==> config.mk <==
export PLATFORM = sky130hd
export DESIGN_NAME = vga_sync
export DESIGN_NICKNAME = d
export VERILOG_FILES = /design/src/rtl/vga_sync.sv
export SDC_FILE = /design/constraint.sdc
export NUM_CORES = 1
export LEC_CHECK = 0
export ABC_CLOCK_PERIOD_IN_PS = 1800
export BUFFER_PORTS_ARGS = -buffer_cell sky130_fd_sc_hd__buf_4
export CAP_MARGIN = 40
export CORE_MARGIN = 8
export CORE_UTILIZATION = 47
export CTS_CLUSTER_DIAMETER = 30
export CTS_CLUSTER_SIZE = 16
export DETAILED_ROUTE_END_ITERATION = 6
export GPL_TIMING_DRIVEN = 0
export PLACE_DENSITY = 0.82
export RECOVER_POWER = 100
export SETUP_SLACK_MARGIN = 0.1
export SLEW_MARGIN = 20
export SYNTH_ARGS = -nofsm -noshare
export SYNTH_HDL_FRONTEND = slang
export SYNTH_SLANG_ARGS = --single-unit
==> constraint.sdc <==
create_clock -name clk -period 1.8 [get_ports clk]
set_input_delay 0.27 -clock clk [delete_from_list [all_inputs] [get_ports clk]]
set_output_delay 0.27 -clock clk [all_outputs]
set_load 0.01 [all_outputs]
==> src/rtl/vga_sync.sv <==
// Raster timing generator: scan counters, video window, active-low syncs and a per-frame strobe.
// Optional clk/2 pixel divider under VGA_CLKDIV_EN; syncs/video_on are registered from next-state counters.
module vga_sync #(
  parameter int H_DISPLAY = 640,
  parameter int H_FRONT   = 16,
  parameter int H_SYNC    = 96,
  parameter int H_BACK    = 48,
  parameter int V_DISPLAY = 480,
  parameter int V_FRONT   = 10,
  parameter int V_SYNC    = 2,
  parameter int V_BACK    = 33
) (
  input  logic       clk,
  input  logic       rst,
  output logic [9:0] pixel_x,
  output logic [9:0] pixel_y,
  output logic       video_on,
  output logic       hsync,
  output logic       vsync,
  output logic       p_tick,
  output logic       frame_start
);

  localparam logic [9:0] H_MAX    = 10'(H_DISPLAY + H_FRONT + H_SYNC + H_BACK - 1);
  localparam logic [9:0] V_MAX    = 10'(V_DISPLAY + V_FRONT + V_SYNC + V_BACK - 1);
  localparam logic [9:0] H_VIS    = 10'(H_DISPLAY);
  localparam logic [9:0] V_VIS    = 10'(V_DISPLAY);
  localparam logic [9:0] HS_START = 10'(H_DISPLAY + H_FRONT);
  localparam logic [9:0] HS_END   = 10'(H_DISPLAY + H_FRONT + H_SYNC - 1);
  localparam logic [9:0] VS_START = 10'(V_DISPLAY + V_FRONT);
  localparam logic [9:0] VS_END   = 10'(V_DISPLAY + V_FRONT + V_SYNC - 1);

  logic [9:0] h_q, v_q;
  logic [9:0] h_next, v_next;
  logic       tick;

`ifdef VGA_CLKDIV_EN
  logic div_q;

  always_ff @(posedge clk) begin
    if (rst) div_q <= 1'b0;
    else     div_q <= ~div_q;
  end

  assign tick = div_q;
`else
  assign tick = 1'b1;
`endif

  assign p_tick  = tick;
  assign pixel_x = h_q;
  assign pixel_y = v_q;

  always_comb begin
    h_next = h_q;
    v_next = v_q;
    if (tick) begin
      if (h_q == H_MAX) begin
        h_next = 10'd0;
        v_next = (v_q == V_MAX) ? 10'd0 : v_q + 10'd1;
      end else begin
        h_next = h_q + 10'd1;
      end
    end
  end

  // Decoding next-state values keeps syncs aligned with the coordinates they accompany.
  always_ff @(posedge clk) begin
    if (rst) begin
      h_q         <= 10'd0;
      v_q         <= 10'd0;
      hsync       <= 1'b1;
      vsync       <= 1'b1;
      video_on    <= 1'b0;
      frame_start <= 1'b0;
    end else begin
      h_q         <= h_next;
      v_q         <= v_next;
      hsync       <= !((h_next >= HS_START) && (h_next <= HS_END));
      vsync       <= !((v_next >= VS_START) && (v_next <= VS_END));
      video_on    <= (h_next < H_VIS) && (v_next < V_VIS);
      frame_start <= tick && (h_q == H_MAX) && (v_q == V_MAX);
    end
  end

endmodule
# Word level (Yosys, flattened, before mapping)
# Cells that the tools add are included.
# Widths: inputs -> output; s select.
# word_totals
ff_bits	24
output_inout_bits	25
elab_cells	25
inputBits	2
# op_classes
order_cmp	6
n_addsub	2
n_mux	3
eq_ne	2
reduce_logical	6
# op_table
operator	count
$mux 10	3
$add 10x1->10 const B	2
$eq 10x10->1 const B	2
$ge 10x10->1 const B	1
$ge 10x9->1 const B	1
$le 10x10->1 const B	1
$le 10x9->1 const B	1
$lt 10x10->1 const B	1
$lt 10x9->1 const B	1
$logic_and 1x1->1	4
$logic_not 1->1	2

# Longest topological paths before layout
# Gate-level depths: netlist of run 1.
# logic_depth
depth_word	6
ltp_mapped	9
mapped_depth_nobuf	8

# Least setup slack after synthesis of run 1
# No wires, ideal clock.
# synth_timing
path_type	reg2reg
from	register h_q[0] (netlist: pixel_x[0])
to	register video_on
arrival_time_ns	1.944
path_stages_with_launch	9
synth_period_minus_slack_ns	2.047
setup_ns	0.103
n_path_buf	1
required_ns	1.697
path_slack_ns	-0.247
path_cell_list	dfxtp_1 -> ha_1 -> and4_1 -> and3_1 -> buf_4 -> nand3_1 -> xor2_1 -> nor4b_4 -> a2111oi_2
# synth_via
elab_chain_len	4
elab_cells_between_ends	7
cone_classes	add/sub (1); order compare (2); eq/ne (1); mux (2); reduce/logical (1)
# synth_rtl
element	line	text
from (decl)	33	logic [9:0] h_q, v_q;
from (signal assigned)	77	h_q <= h_next;
$add 10x1->10 or $eq 10x10->1 (tied branches)	62, 58	
$mux 10	58	if (h_q == H_MAX) begin
$lt 10x10->1 or $lt 10x9->1 (tied branches)	81	video_on <= (h_next < H_VIS) && (v_next < V_VIS);
$logic_and 1x1->1 (*)	81	
to (signal assigned)	81	
to (decl)	17	output logic video_on,
# Mark *: on every way between the ends. The rest lies on a longest branch, timed or not.
# A chain may end at the register's enable or synchronous reset.

# Final worst setup path of run 1
# layout_timing
from	register h_q[0] (netlist: pixel_x[0])
to	register vsync
# layout_via
elab_chain_len	5
elab_cells_between_ends	6
cone_classes	order compare (2); eq/ne (1); mux (1); reduce/logical (2)
# layout_rtl
element	line	text
$eq 10x10->1 (*)	58	
$mux 10 (*)	58	
$ge 10x9->1 or $le 10x9->1 (tied branches)	80	vsync <= !((v_next >= VS_START) && (v_next <= VS_END));
$logic_and 1x1->1 (*)	80	
$logic_not 1->1 (*)	80	
to (signal assigned)	80	
to (decl)	19	output logic vsync,
# Marks and branches as above.

==> results.ini, run 1 <==
[yosys]
synth_ff_type = dfxtp_1
syn_nets = 144
synth.most_common_cell = dfxtp_1
synth_top_area_share_pct = 39.5
synth-edff-count = 0
synth_area_leaders = dfxtp_1 (39%), nor2_1 (5.5%), xnor2_1 (5.0%)
syn_inst = 138
synth_warnings = 0
synth_seq_area_share_pct = 39.5
syn-cell-area_sq_um = 1220
syn_area_per_cell_sq_um = 8.82
synth_area_leader_cell = dfxtp_1
synth_cell_types = 36
ys_top_cells_by_count = dfxtp_1 (24), nor2_1 (18), nand3_1 (8)
yosys_register_bits = 24
async_reset_ff_share_pct = 0

[grt]
grt_max_degree = 15
grt_pass1_wl_um = 5130
grt_util_all_layers_pct = 14.5
grt-ovfl-total = 0
antenna_found_initial = 0
grt_pass1_vias = 1155

[timing]
clock_skew_ns = 0.00829
fin_crit_sh_pct = 110
worst_slack_ns = -0.177
worst_pin_slew_ns = 0.542
setup_viol = 2
hold_violations = 0
fmax_ghz = 0.506
fin_crit_ns = 1.98
slew_headroom_pct = 63.9
rsz0062_at_grt = true
maxSlewViolCount = 0
hold_ws_ns = 0.316

[clock_tree]
cts_buffer_depth = 2
cts_num_sinks = 24
cts_max_level = 1
clock_latency_ns = 0.32
clk_pin_slew_ns = 0.14
cts_buffers = 3
clock-root-buffer = clkbuf_4
cts_tree = done

[critical_path]
required_ns = 2.01
startpoint = pixel_x[0]$_SDFF_PP0_
slowest_delay_ns = 0.39
worstPathMaxFanout = 5
crit_chain = ha_4 > and4_4 > buf_6 > nand3_4 > nor3_4 > xnor2_2 > nor4b_4 > nand4_1
end_kind = register
cp.arrival_ns = 2.18
slowest_stage = dfxtp_4
criticalPathCategory = reg -> reg
cp-start-kind = register
rr_startpoint = pixel_x[0]$_SDFF_PP0_

[drt]
first_iter_violations = 79
drtAntennaViolNets = 0
vias = 1137
routed_wl_um = 3250
drt_first_pass_iters = 4
wl_per_cell_um = 16.1
drc_errors = 0
via_per_inst = 5.63

[finish]
drive_gt1_share_pct = 29.7
area_growth_pct = 34.0
fill_cells = 214
diodes = 0
fin_area_sq_um = 1630
nets = 179

[job]
cap_violations = 0

[min_path]
min_path_type = in -> reg
min_from = rst

[floorplanning]
start_util_pct = 49.1
ios = 27
rows = 18
dieWidth_um = 66.9
die_h_um = 66.9
die-area_sq_um = 4470
coreArea_sq_um = 2480

[placed_design]
dp_hpwl_um = 2150
io_buffers = 24
gp_congestion = 0.829
dpl-instance-area_sq_um = 1490

[power]
power_leakage_nw = 0.640
powerDensity_nw_per_um2 = 605
irDropWorstVdd_mv = 0.431

[run_status]
violations = setup timing
status = finished, violations left

-- sequential cells by signal, indices dropped and copies added, names as in the netlist --
name / count
frame_start: 1
video_on: 1
pixel_y: 10
hsync: 1
pixel_x: 10
vsync: 1
-- timing repair --
action / in CTS / in global routing
buffers inserted: 7 / 0
endpoints found under the setup margin: 10 / 14
hold buffers: 0 / 0
gates resized for setup: 14 / 12
pin swaps: 7 / 11
-- stage by stage --
step	setup TNS, ns	power, mW	util, %	setup WS, ns	instances
CTS	-0.230	0.998	67.4	-0.115	203
detailed placement	-0.786	0.600	60.3	-0.144	192
finish	-0.301	0.987	65.9	-0.177	202
floorplan	0	0.582	-	0.0112	138
global route	-0.516	1.02	65.9	-0.267	202
global placement	-0.259	0.599	60.3	-0.116	192
-- final timing paths --
path	end	slack, ns	cells past startpoint
max reg2reg	vsync$_SDFF_PP1_	-0.18	8
min reg2reg	pixel_y[0]$_SDFF_PP0_	0.58	2
max	vsync$_SDFF_PP1_	-0.18	8
min	pixel_y[5]$_SDFF_PP0_	0.32	2
-- layout by cell type, fill, tap and decap left out, types with 2 or more instances in the layout --
master	count
dfxtp_4	4
xnor2_1	5
o21ai_1	3
inv_1	5
nand3_1	6
buf_4	17
dfxtp_1	17
clkbuf_1	16
buf_6	2
clkbuf_4	3
a21oi_1	5
nand2_1	7
and2_1	3
nor2b_1	4
nor2_1	18
xnor2_2	2
nor4b_4	2
nor3_1	4
nand3_4	2
nor3_4	2
nand4_1	7
ha_1	3
o21ai_0	3
dfxtp_2	3
xor2_1	4
-- routing by layer --
metal / global-route usage [%] / up-vias / wire [um] / part of all wire (%)
met4: 7.83 / 0 / 58 / 1.8
met5: 0 / - / 0 / 0
met3: 4.03 / 8 / 255 / 7.9
li1: - / 544 / - / -
met1: 15.8 / 541 / 1320 / 41
met2: 25.0 / 44 / 1620 / 50
-- power by group --
group	switching, mW	internal (mW)	leakage (nW)	total [mW]
logic	0.0257	0.0226	0.413	0.0483
registers	0.00745	0.535	0.199	0.543
clock network	0.171	0.225	0.0279	0.396
-- worst max-delay path: cells and delay by family, from the launching register on --
family	cells	cell delay, ns
xor gates and xnor gates	1	0.13
adders and majority gates	1	0.14
buffers and inverters	1	0.10
DFF	1	0.39
and+or+nand+nor	5	1.10
-- logic make-up (layout without fill, tap and decap cells) --
kind of cell / after synthesis / count (layout) / synth area share, %
other cells: 1 / 1 / 0.308
simple gates: 65 / 65 / 31.3
buf+inv: 12 / 46 / 5.55
flops: 24 / 24 / 39.5
fa+ha+maj: 4 / 4 / 4.11
xor+xnor: 13 / 13 / 9.35
compound gates: 19 / 19 / 9.87
-- final cells by class --
cell class / instances / area [sq um] / share of cell area (%)
Multi-Input combinational cell: 102 / 793 / 48.6
Sequential cell: 24 / 499 / 30.6
Tap cell: 30 / 37.5 / 2.30
Inverter: 5 / 18.8 / 1.15
Buffer: 6 / 46.3 / 2.84
Clock buffer: 3 / 22.5 / 1.38
Clock inverter: 1 / 30.0 / 1.84
Timing Repair Buffer: 31 / 184 / 11.3
Note: power is estimated with default switching activity, not from simulation.
==> run 2: changes to the inputs <==
--- a/config.mk
+++ b/config.mk
@@ -13,9 +13,10 @@
 export CTS_CLUSTER_DIAMETER = 30
 export CTS_CLUSTER_SIZE = 16
 export DETAILED_ROUTE_END_ITERATION = 6
+export GPL_ROUTABILITY_DRIVEN = 0
 export GPL_TIMING_DRIVEN = 0
 export PLACE_DENSITY = 0.82
-export RECOVER_POWER = 100
+export RECOVER_POWER = 25
 export SETUP_SLACK_MARGIN = 0.1
 export SLEW_MARGIN = 20
 export SYNTH_ARGS = -nofsm -noshare
==> constraint.sdc (replaced) <==
create_clock -name clk -period 1.8 [get_ports clk]
set_input_delay 0.27 -clock clk [delete_from_list [all_inputs] [get_ports clk]]
set_output_delay 0.27 -clock clk [all_outputs]
set_load 0.05 [all_outputs]
==> run 2 against run 1 <==
Compared with the run above:
- the run still ends with setup timing left
- count of clock-buffer cells in the layout up 1
- critical path depth down 1
- via count up 0.18%
- flip-flop and latch count unchanged
- first-iteration DRC count down 19%
- utilization up 2.6 points
- worst hold slack better by 0.00065 ns
- total power down 7.9%
- critical path type unchanged
==> results.ini, run 2 (synthesis results as in run 1) <==
[clock_tree]
cts_num_sinks = 24  ; unchanged
cts_buffer_depth = 2  ; unchanged
cts_buffers = 3  ; unchanged
cts_max_level = 1  ; unchanged
clock-root-buffer = clkbuf_4
hold_buffers = 0  ; unchanged
clk_pin_slew_ns = 0.14  ; about the same
cts_tree = done
clock_latency_ns = 0.32  ; about the same

[timing]
fmax_ghz = 0.527  ; +4.2%
rsz0062_at_grt = true
worst_pin_slew_ns = 0.603  ; +0.0615 ns
slew_headroom_pct = 60.0  ; -3.9 points
fin_crit_sh_pct = 105  ; -4.4 points
hold_violations = 0  ; unchanged
setup_viol = 2  ; unchanged
fin_crit_ns = 1.90  ; -0.0789 ns
maxSlewViolCount = 0  ; unchanged
clock_skew_ns = 0.00639  ; -0.00190 ns
worst_slack_ns = -0.0984  ; +0.0789 ns

[critical_path]
worstPathMaxFanout = 5  ; unchanged
criticalPathCategory = reg -> reg
timing.rr.end = vsync$_SDFF_PP1_
reg2reg_depth = 7  ; -1
ff2ff_setup_slack_ns = -0.1  ; +0.08 ns
rr_startpoint = pixel_x[6]$_SDFF_PP0_
cp-start-kind = register
cp.arrival_ns = 2.09  ; -0.09 ns
required_ns = 2.00  ; about the same
end_kind = register

[grt]
grt-ovfl-total = 0  ; unchanged
grt_pass1_vias = 1093  ; -5.4%
grtUsageMet2_pct = 24.3  ; -0.72 points
top_usage_layer = met2
grt_util_all_layers_pct = 13.7  ; -0.86 points
grt_pass1_wl_um = 4810  ; -6.2%
grt_max_degree = 14  ; -1
grtUsageMet3_pct = 2.85  ; -1.2 points
gr-usage-met1_pct = 15.2  ; -0.60 points
antenna_found_initial = 0  ; unchanged

[floorplanning]
start_util_pct = 49.1  ; unchanged
coreArea_sq_um = 2480  ; unchanged
die-area_sq_um = 4470  ; unchanged
rows = 18  ; unchanged
die_h_um = 66.9  ; unchanged
ios = 27  ; unchanged
dieWidth_um = 66.9  ; unchanged

[finish]
fin_util_pct = 68.5  ; +2.6 points
final_cell_count_no_fill = 208  ; +3.0%
diodes = 0  ; unchanged
area_growth_pct = 39.4
nets = 185  ; +3.4%
final_cell_mix = buf_4 (31), nor2_1 (18), dfxtp_2 (12)
drive_gt1_share_pct = 41.0  ; +11 points
final_common_cell = buf_4

[drt]
via_per_inst = 5.48  ; -2.7%
wl_per_cell_um = 15.1  ; -6.0%
vias = 1139  ; +0.18%
drc_errors = 0  ; unchanged
drtAntennaViolNets = 0  ; unchanged
routed_wl_um = 3140  ; -3.2%
drt_first_pass_iters = 5  ; +1
first_iter_violations = 64  ; -19%

[min_path]
hold_depth = 2  ; unchanged
min_path_type = in -> reg
min_from = rst
hold_end = pixel_y[5]$_SDFF_PP0_

[run_status]
violations = setup timing
status = finished, violations left

[placed_design]
dp_hpwl_um = 2140  ; -0.29%
io_buffers = 24  ; unchanged
dp_cells = 192  ; unchanged

[power]
irDropWorstVdd_mv = 0.433  ; +0.47%
power_leakage_nw = 0.674  ; +5.4%
powerDensity_nw_per_um2 = 536  ; -11%

[job]
cap_violations = 0  ; unchanged

-- run 2: changes by cell type in the layout (fill, tap and decap cells not counted), moves of 2 or more --
cell / previous run / this run
buf_6: 2 / 0
clkbuf_1: 16 / 10
o21ai_1: 3 / 1
dfxtp_2: 3 / 12
o21ai_0: 3 / 5
buf_4: 17 / 31
dfxtp_1: 17 / 8
-- run 2: worst max-delay path by stage --
stage,from,end,slack (ns),cells past startpoint
finish,pixel_x[6]$_SDFF_PP0_,vsync$_SDFF_PP1_,-0.1,7
global route,pixel_y[6]$_SDFF_PP0_,video_on$_SDFF_PP0_,-0.23,6
CTS,pixel_x[5]$_SDFF_PP0_,vsync$_SDFF_PP1_,-0.10,8
detailed placement,pixel_x[1]$_SDFF_PP0_,vsync$_SDFF_PP1_,-0.13,7
global placement,pixel_x[1]$_SDFF_PP0_,vsync$_SDFF_PP1_,-0.12,7
floorplan,pixel_x[1]$_SDFF_PP0_,video_on$_SDFF_PP0_,-0.12,8
-- run 2: layer usage --
layer  wire length, um  vias up
met2              1530       49
met5                 0        -
met1              1320      530
met4                61        0
li1                  -      553
met3               225        7
-- run 2: repair_timing --
item | CTS | global route
setup endpoints to repair | 8 | 6
pin swaps | 3 | 5
setup buffers | 8 | 6
gates resized for setup | 6 | 11
-- run 2: layout make-up --
cell class	instances	area [sq um]
multi-input combinational	102	793
fill	202	781
sequential	24	510
timing repair buffer	38	255
buffer	5	45.0
tap	30	37.5
clock buffer	4	36.3
inverter	5	18.8
-- run 2: critical path, stage by stage (launching register included) --
cell	delay (ns)
dfxtp_4	0.39
nor4b_4	0.32
and3_4	0.23
buf_8	0.13
nand3_4	0.09
xor2_4	0.18
nor4b_4	0.30
nand4_1	0.13
-- run 2: power by group --
part | internal, mW | total, mW | switching [mW]
sequential | 0.535 | 0.543 | 0.00750
combinational | 0.0245 | 0.0748 | 0.0503
clock | 0.124 | 0.291 | 0.168
-- run 2: stage by stage --
step	hold slack (ns)	cell area, sq um	TNS [ns]	power [mW]	worst slack [ns]
4_1_cts	0.320	1650	-0.175	0.917	-0.105
6_report	0.317	1700	-0.195	0.909	-0.0984
3_5_place_dp	0.463	1510	-0.342	0.623	-0.128
3_3_place_gp	0.465	1510	-0.245	0.623	-0.117
5_1_grt	0.342	1700	-0.478	0.950	-0.228
2_1_floorplan	0.565	1290	-0.217	0.606	-0.116
